[src/rtl/pipe_chain.sv]
// N-stage valid/allowin pipeline skeleton: per-stage bus and valid registers,
// combinational allowin chain, ranged flush, stall counter and occupancy.
module pipe_chain #(
    parameter int STAGES = 5,
    parameter int DATA_W = 64,
    parameter int FW     = $clog2(STAGES),
    parameter int OW     = $clog2(STAGES + 1)
) (
    input  logic                     clk,
    input  logic                     reset,
    input  logic                     in_valid,
    output logic                     in_allowin,
    input  logic [DATA_W-1:0]        in_data,
    input  logic [STAGES*DATA_W-1:0] xform_data,
    input  logic [STAGES-1:0]        stage_ready_go,
    output logic [STAGES-1:0]        stage_valid,
    output logic [STAGES*DATA_W-1:0] stage_data,
    output logic                     out_valid,
    input  logic                     out_ready,
    output logic [DATA_W-1:0]        out_data,
    input  logic                     flush_valid,
    input  logic [FW-1:0]            flush_upto,
    output logic [OW-1:0]            occupancy,
    output logic [31:0]              stall_cnt
);

    logic [STAGES-1:0] valid_q, valid_d;
    logic [DATA_W-1:0] data_q [STAGES];
    logic [DATA_W-1:0] data_d [STAGES];
    logic [31:0]       stall_q, stall_d;

    logic [STAGES-1:0] killed, ev, to_next, src_valid;
    logic [STAGES:0]   allowin;
    logic [DATA_W-1:0] src_data [STAGES];

    // Slice 0 of xform_data has no consumer; stage 0 is fed from in_data.
    logic unused_xform0;
    assign unused_xform0 = ^xform_data[DATA_W-1:0];

    // NOTE: every variable written here gets a default first so no latch is inferred.
    always_comb begin
        killed    = '0;
        ev        = '0;
        to_next   = '0;
        allowin   = '0;
        src_valid = '0;
        valid_d   = valid_q;
        for (int k = 0; k < STAGES; k++) begin
            src_data[k] = '0;
            data_d[k]   = data_q[k];
        end

        for (int k = 0; k < STAGES; k++) begin
            killed[k]  = flush_valid && (k <= int'(flush_upto));
            ev[k]      = valid_q[k] && !killed[k];
            to_next[k] = ev[k] && stage_ready_go[k];
        end

        // Backpressure ripples from the sink back to stage 0 in one cycle.
        allowin[STAGES] = out_ready;
        for (int k = STAGES - 1; k >= 0; k--) begin
            allowin[k] = !ev[k] || (stage_ready_go[k] && allowin[k+1]);
        end

        in_allowin = allowin[0] && !flush_valid;
        out_valid  = to_next[STAGES-1];

        src_valid[0] = in_valid && in_allowin;
        src_data[0]  = in_data;
        for (int k = 1; k < STAGES; k++) begin
            src_valid[k] = to_next[k-1];
            src_data[k]  = xform_data[k*DATA_W +: DATA_W];
        end

        for (int k = 0; k < STAGES; k++) begin
            if (killed[k]) begin
                valid_d[k] = 1'b0;
            end else if (allowin[k]) begin
                valid_d[k] = src_valid[k];
            end
            if (src_valid[k] && allowin[k] && !killed[k]) begin
                data_d[k] = src_data[k];
            end
        end

        stall_d = stall_q + 32'(in_valid && !in_allowin);
    end

    // NOTE: state registers use non-blocking assignments so all stages update together.
    always_ff @(posedge clk) begin
        if (reset) begin
            valid_q <= '0;
            stall_q <= '0;
            // NOTE: the bus registers are cleared too, so stage_data reads zero after reset.
            for (int k = 0; k < STAGES; k++) begin
                data_q[k] <= '0;
            end
        end else begin
            valid_q <= valid_d;
            stall_q <= stall_d;
            for (int k = 0; k < STAGES; k++) begin
                data_q[k] <= data_d[k];
            end
        end
    end

    always_comb begin
        stage_data = '0;
        occupancy  = '0;
        for (int k = 0; k < STAGES; k++) begin
            stage_data[k*DATA_W +: DATA_W] = data_q[k];
            occupancy = occupancy + OW'(valid_q[k]);
        end
    end

    assign stage_valid = valid_q;
    assign out_data    = data_q[STAGES-1];
    assign stall_cnt   = stall_q;

endmodule

[config.mk]
export PLATFORM = sky130hd
export DESIGN_NAME = pipe_chain
export DESIGN_NICKNAME = d
export VERILOG_FILES = /design/src/rtl/pipe_chain.sv
export SDC_FILE = /design/constraint.sdc
export NUM_CORES = 1
export LEC_CHECK = 0
export BUFFER_PORTS_ARGS = -buffer_cell sky130_fd_sc_hd__buf_4
export CAP_MARGIN = 20
export CORE_AREA = 2 2 323 325
export DETAILED_ROUTE_END_ITERATION = 12
export DIE_AREA = 0 0 325 327
export PLACE_DENSITY_LB_ADDON = 0.05
export SLEW_MARGIN = 20
export SYNTH_ARGS = -nofsm -noshare
export SYNTH_HDL_FRONTEND = slang
export SYNTH_SLANG_ARGS = --single-unit
[constraint.sdc]
create_clock -name clk -period 4.5 [get_ports clk]
set_input_delay 0.675 -clock clk [delete_from_list [all_inputs] [get_ports clk]]
set_output_delay 0.675 -clock clk [all_outputs]
set_load 0.01 [all_outputs]
### Yosys cells after proc, flatten, opt, wreduce, memory -nomap -nowiden

Memory sizes are Yosys's and may differ from the RTL's.
Index checks and enable logic that the tools add are counted.

* bits in registers: 37
* RAM bits: 320
* output and inout bits: 426
* logic and storage cells: 87
* memories: 1

* $add $sub $neg: 5
* $lt $le $gt $ge: 4
* mux-type cells: 13
* bitwise operators: 5
* reductions and logical operators: 53

Memory list
* data_q: words 5, width 64, rd ports 5, clocked after Yosys merged registers in 0, write ports 5, line 28 `logic [DATA_W-1:0] data_q [STAGES];`

Operator list (count)
* $mux W64: 10
* $add A32 B1 Y32: 1
* $logic_and A1 B1 Y1: 32
* $logic_not A1 Y1: 11
* $reduce_or A2 Y1: 5
* $add A3 B1 Y3: 2
* $le A2 B3 Y1 const A: 2
* $logic_or A1 B1 Y1: 5
* $or A1 B1 Y1: 5
* $add A2 B1 Y3: 1
* $le A1 B3 Y1 const A: 1
* $le A3 B3 Y1 const A: 1
* $mux W1: 3
* $add A1 B1 Y2: 1

### Depth between registers and ports, before layout

* word-level depth: 20
* depth in mapped cells: 13
* mapped depth without buffers: 12

### Worst setup path after synthesis

OpenSTA, ideal clock, no wires.

* path kind: input to register
* start point: input stage_ready_go[4]
* end point: register stall_q[28] (netlist: stall_cnt[28])
* setup time: 128 ps
* arrival: 3234 ps
* path slack: 1138 ps
* stages on the path: 13
* path buffers: 1
* cell sequence: nand2_1 -> a311oi_4 -> nor3_2 -> clkbuf_1 -> nand3_1 -> a21boi_0 -> ha_1 -> ha_1 -> nand4_1 -> nor3_1 -> nand4_1 -> xor2_1 -> nor2_1

* longest elaborated chain between the ends: 14

RTL lines
* start: declaration: line 15 `input logic [STAGES-1:0] stage_ready_go,`
* $logic_and A1 B1 Y1: line 62 `allowin[k] = !ev[k] || (stage_ready_go[k] && allowin[k+1]);`
* $logic_or A1 B1 Y1: line 62
* $logic_and A1 B1 Y1: line 62
* $logic_or A1 B1 Y1: line 62
* $logic_and A1 B1 Y1: line 62
* $logic_or A1 B1 Y1: line 62
* $logic_and A1 B1 Y1: line 62
* $logic_or A1 B1 Y1: line 62
* $logic_and A1 B1 Y1: line 62
* $logic_or A1 B1 Y1: line 62
* $logic_and A1 B1 Y1: line 65 `in_allowin = allowin[0] && !flush_valid;`
* $logic_not A1 Y1: line 86 `stall_d = stall_q + 32'(in_valid && !in_allowin);`
* $logic_and A1 B1 Y1: line 86
* $add A32 B1 Y32: line 86
* end signal: assignment: line 100 `stall_q <= stall_d;`
* end: declaration: line 30 `logic [31:0] stall_q, stall_d;`

No other way between the ends.
A chain may end at the register's enable or synchronous reset.

### Final worst setup path

* start point: register valid_q[1] (netlist: stage_valid[1])
* end point: output occupancy[1]

* longest elaborated chain between the ends: 4

RTL lines
* start: declaration: line 27 `logic [STAGES-1:0] valid_q, valid_d;`
* start signal: assignment: line 99 `valid_q <= valid_d;`
* $add A1 B1 Y2: line 112 `occupancy = occupancy + OW'(valid_q[k]);`
* $add A2 B1 Y3: line 112
* $add A3 B1 Y3 (2 in a row): line 112
* end: declaration: line 23 `output logic [OW-1:0] occupancy,`

No other way between the ends.

==> impl_results.md <==
* Status: finished clean
* CP cell instances: fa_1 > fa_1 > ha_1 > buf_4
* Hold WS at 0.3035 ns
* Crit Path Category: reg -> out
* CP required at 3.83 ns
* Setup WS pre-CTS at 0.9170 ns
* Layout cells sized above 1 at 37.11%
* Buf/Inv on CP at 1
* Die area at 106300 um^2
* Yosys cell types at 42
* Total power draw at 7.800 mW
* R2R Path Start: stage_valid[4]$_SDFFE_PP0N_
* Antenna violations before repair at 17
* Post-layout minimum cycle time at 3.118 ns
* Max clock buf depth at 3
* Final Cycle Share at 69.29%
* Final core utilization at 21.74%
* Avg WL per Cell at 19.16 um
* Post-synth net total at 2069
* DRC at 0
* Post-synth EDFFs at 0
* Max cap viols at 0
* Post-detail-place hpwl at 52720 um
* Area Growth Syn to Fin at 59.29%
* Yosys warns at 0
* CTS tree: done
* Most used cell, CP: fa_1
* Fmax at 0.3207 GHz
* Post-synth top flop: dfxtp_1
* Pwr dens at 348.6 nW/um^2
* Arr. time, crit path at 2.44 ns
* Post-Syn Area per Cell at 8.426 um^2
* Max-slew violations at 0
* Final setup vio count at 0
* Worst-path clk slew at 0.06 ns
* Fillers at 11410
* Area leader, netlist: dfxtp_1
* Worst setup path end: occupancy[1]
* DRT iter0 DRCs at 553
* Post-synth top cells: 526 x nand2_1, 357 x dfxtp_1, 198 x a21oi_1
* H-Tree Level Count at 2
* Width of the chip at 325 um
* Post-CTS Setup Bufs at 0
* Psw at 1.900 mW
* # nets final at 2713
* I/O pins at 823
* Ys async rst share at 0%
* RSZ-0062 raised after global routing: false
* DRT Wirelength at 71650 um
* Seq/Total Area, Yosys at 50.88%
* CP peak stage delay at 0.53 ns
* Crit. End Element: output pin
* Sequential Power Share at 41.4%
* Worst r2r path cells at 12
* TritonRoute pass-1 iters at 4
* Antenna viol nets, final at 0
* PortBufs at 758
* CP top delay family: adder cells
* Clk sink count at 357
* Critical path startpoint category: flip-flop
* R2r endpoint: stall_cnt[22]$_SDFF_PP0_
* Post-CTS sizing at 0
* Setup TNS at 0 ns
* Layout Skew at 0.009898 ns
* Area fraction of the dominant cell type after synthesis at 50.88%
* Core area at 102900 um^2
* GP Congestion at 0.7382
* Total vias in the final route at 13770
* Synth area leaders: dfxtp_1 51%, nand2_1 14%, mux2i_1 9.1%
* Final hold vios at 0
* Reg area at 7147 um^2
* Skew-Pair Late Insertion Delay at 0.61 ns
* Flop-to-flop setup slack at 1.44 ns
* Final Worst Setup Slack at 1.382 ns
* Initial core utilization at 13.65%
* # hold bufs at CTS at 0
* Largest net degree at the start of global routing at 182
* Sw Share at 24.36%
* Clk pwr share at 51.6%
* Routed vias/inst at 3.683
* Post-Syn Area at 14050 um^2
* GRT Util Overall at 12.84%
* Worst hold path class: in -> reg
* Leakage at 9.259 nW
* Crit path max fanout at 7
* Internal power at 5.900 mW
* Crit. Startpoint: stage_valid[1]$_SDFFE_PP0N_
* GRT overflow at 0
* FF+latch count, synth at 357
* Count leader, synth: nand2_1
* Crit-path slowest cell: dfxtp_1
* Post-synthesis cell count at 1667
* First-pass GRT wire length at 100300 um
* Logic pwr share at 7.1%
* CTS root buf: clkbuf_16
* Area occupied by multi-input gates at 5883 um^2
* VDD IR max at 0.2199 mV
* Relative slew slack at 22.89%
* Number of core rows at 118
* Die span in y at 327 um
* Least-Margin Pin Slew at 1.157 ns
* Vias in the first global route at 13780
* Stages on the worst setup path at 4
* TritonCTS Buffers at 50
## worst min-delay path by stage
stage / startpoint / to / slack [ns] / depth (start not counted)
4_1_cts: xform_data[232] / data_q[0][232]$_SDFFE_PP0P_ / 0.24 / 3
3_3_place_gp: data_q[0][223]$_SDFFE_PP0P_ / data_q[0][223]$_SDFFE_PP0P_ / 0.44 / 2
6_report: xform_data[286] / data_q[0][286]$_SDFFE_PP0P_ / 0.30 / 3
5_1_grt: xform_data[303] / data_q[0][303]$_SDFFE_PP0P_ / 0.27 / 3
2_1_floorplan: data_q[0][0]$_SDFFE_PP0P_ / data_q[0][0]$_SDFFE_PP0P_ / 0.48 / 2
3_5_place_dp: data_q[0][239]$_SDFFE_PP0P_ / data_q[0][239]$_SDFFE_PP0P_ / 0.45 / 2
## metrics by stage
step | instances | instance area [um^2]
5_1_grt | 3734 | 22360
3_3_place_gp | 3639 | 20720
2_1_floorplan | 1667 | 14050
6_report | 3739 | 22370
3_5_place_dp | 3639 | 20720
4_1_cts | 3730 | 22350
## flip-flops by register name, indices dropped and copies added, names as in the netlist
signal	flops
data_q	320
stage_valid	5
stall_cnt	32
## cell families (layout without fill, tap and decap cells)
group,count (synthesis),after routing,synth area share [%]
other cells,0,9,0
xor+xnor,29,29,1.808
simple gates,676,676,19.55
mux,128,128,9.122
buf+inv,194,877,7.554
flops,357,357,50.88
fa+ha+maj,5,5,0.5523
compound gates,278,278,10.53
## tightest hold or removal path: stages
cell,delay [ns]
buf_4,0.11
nand2_1,0.04
a21oi_1,0.05
## power by group through the flow
stage	logic, mW	clock network, mW	registers, mW
2_1_floorplan	0.174	0	3.31
3_3_place_gp	0.565	0	3.30
3_5_place_dp	0.569	0	3.30
4_1_cts	0.570	4.24	3.23
5_1_grt	0.604	4.33	3.23
6_report	0.551	4.02	3.23
## placed cells by master (no fill, tap or decap), types with 5 or more instances in the layout
cell type / count
a21oi_1: 198
and3_1: 7
and4_1: 5
buf_12: 6
buf_4: 772
clkbuf_1: 13
clkbuf_16: 51
clkbuf_8: 14
clkinv_2: 10
dfxtp_1: 357
diode_2: 9
inv_1: 6
mux2i_1: 128
nand2_1: 524
nand3_1: 82
nand4_1: 8
nor2_1: 33
o21ai_0: 66
xnor2_1: 6
xor2_1: 23
## cell type report
type / count / area share, %
diodes: 9 / 0.1007
multi-input cells: 1116 / 26.29
repair buffers: 779 / 26.50
flip-flops and latches: 357 / 31.94
clock inverters: 14 / 0.5704
well taps: 1380 / 7.717
clock buffers: 77 / 6.722
inverters: 7 / 0.1510
## metal layers
layer / global-route usage [%] / share of wire (%) / wire length, um
met5: 0 / 0.16 / 113
met1: 13.13 / 37 / 26390
met2: 22.50 / 50 / 35550
met4: 4.177 / 2.2 / 1546
met3: 6.740 / 11 / 8052
Note: power is estimated with default switching activity, not from simulation.
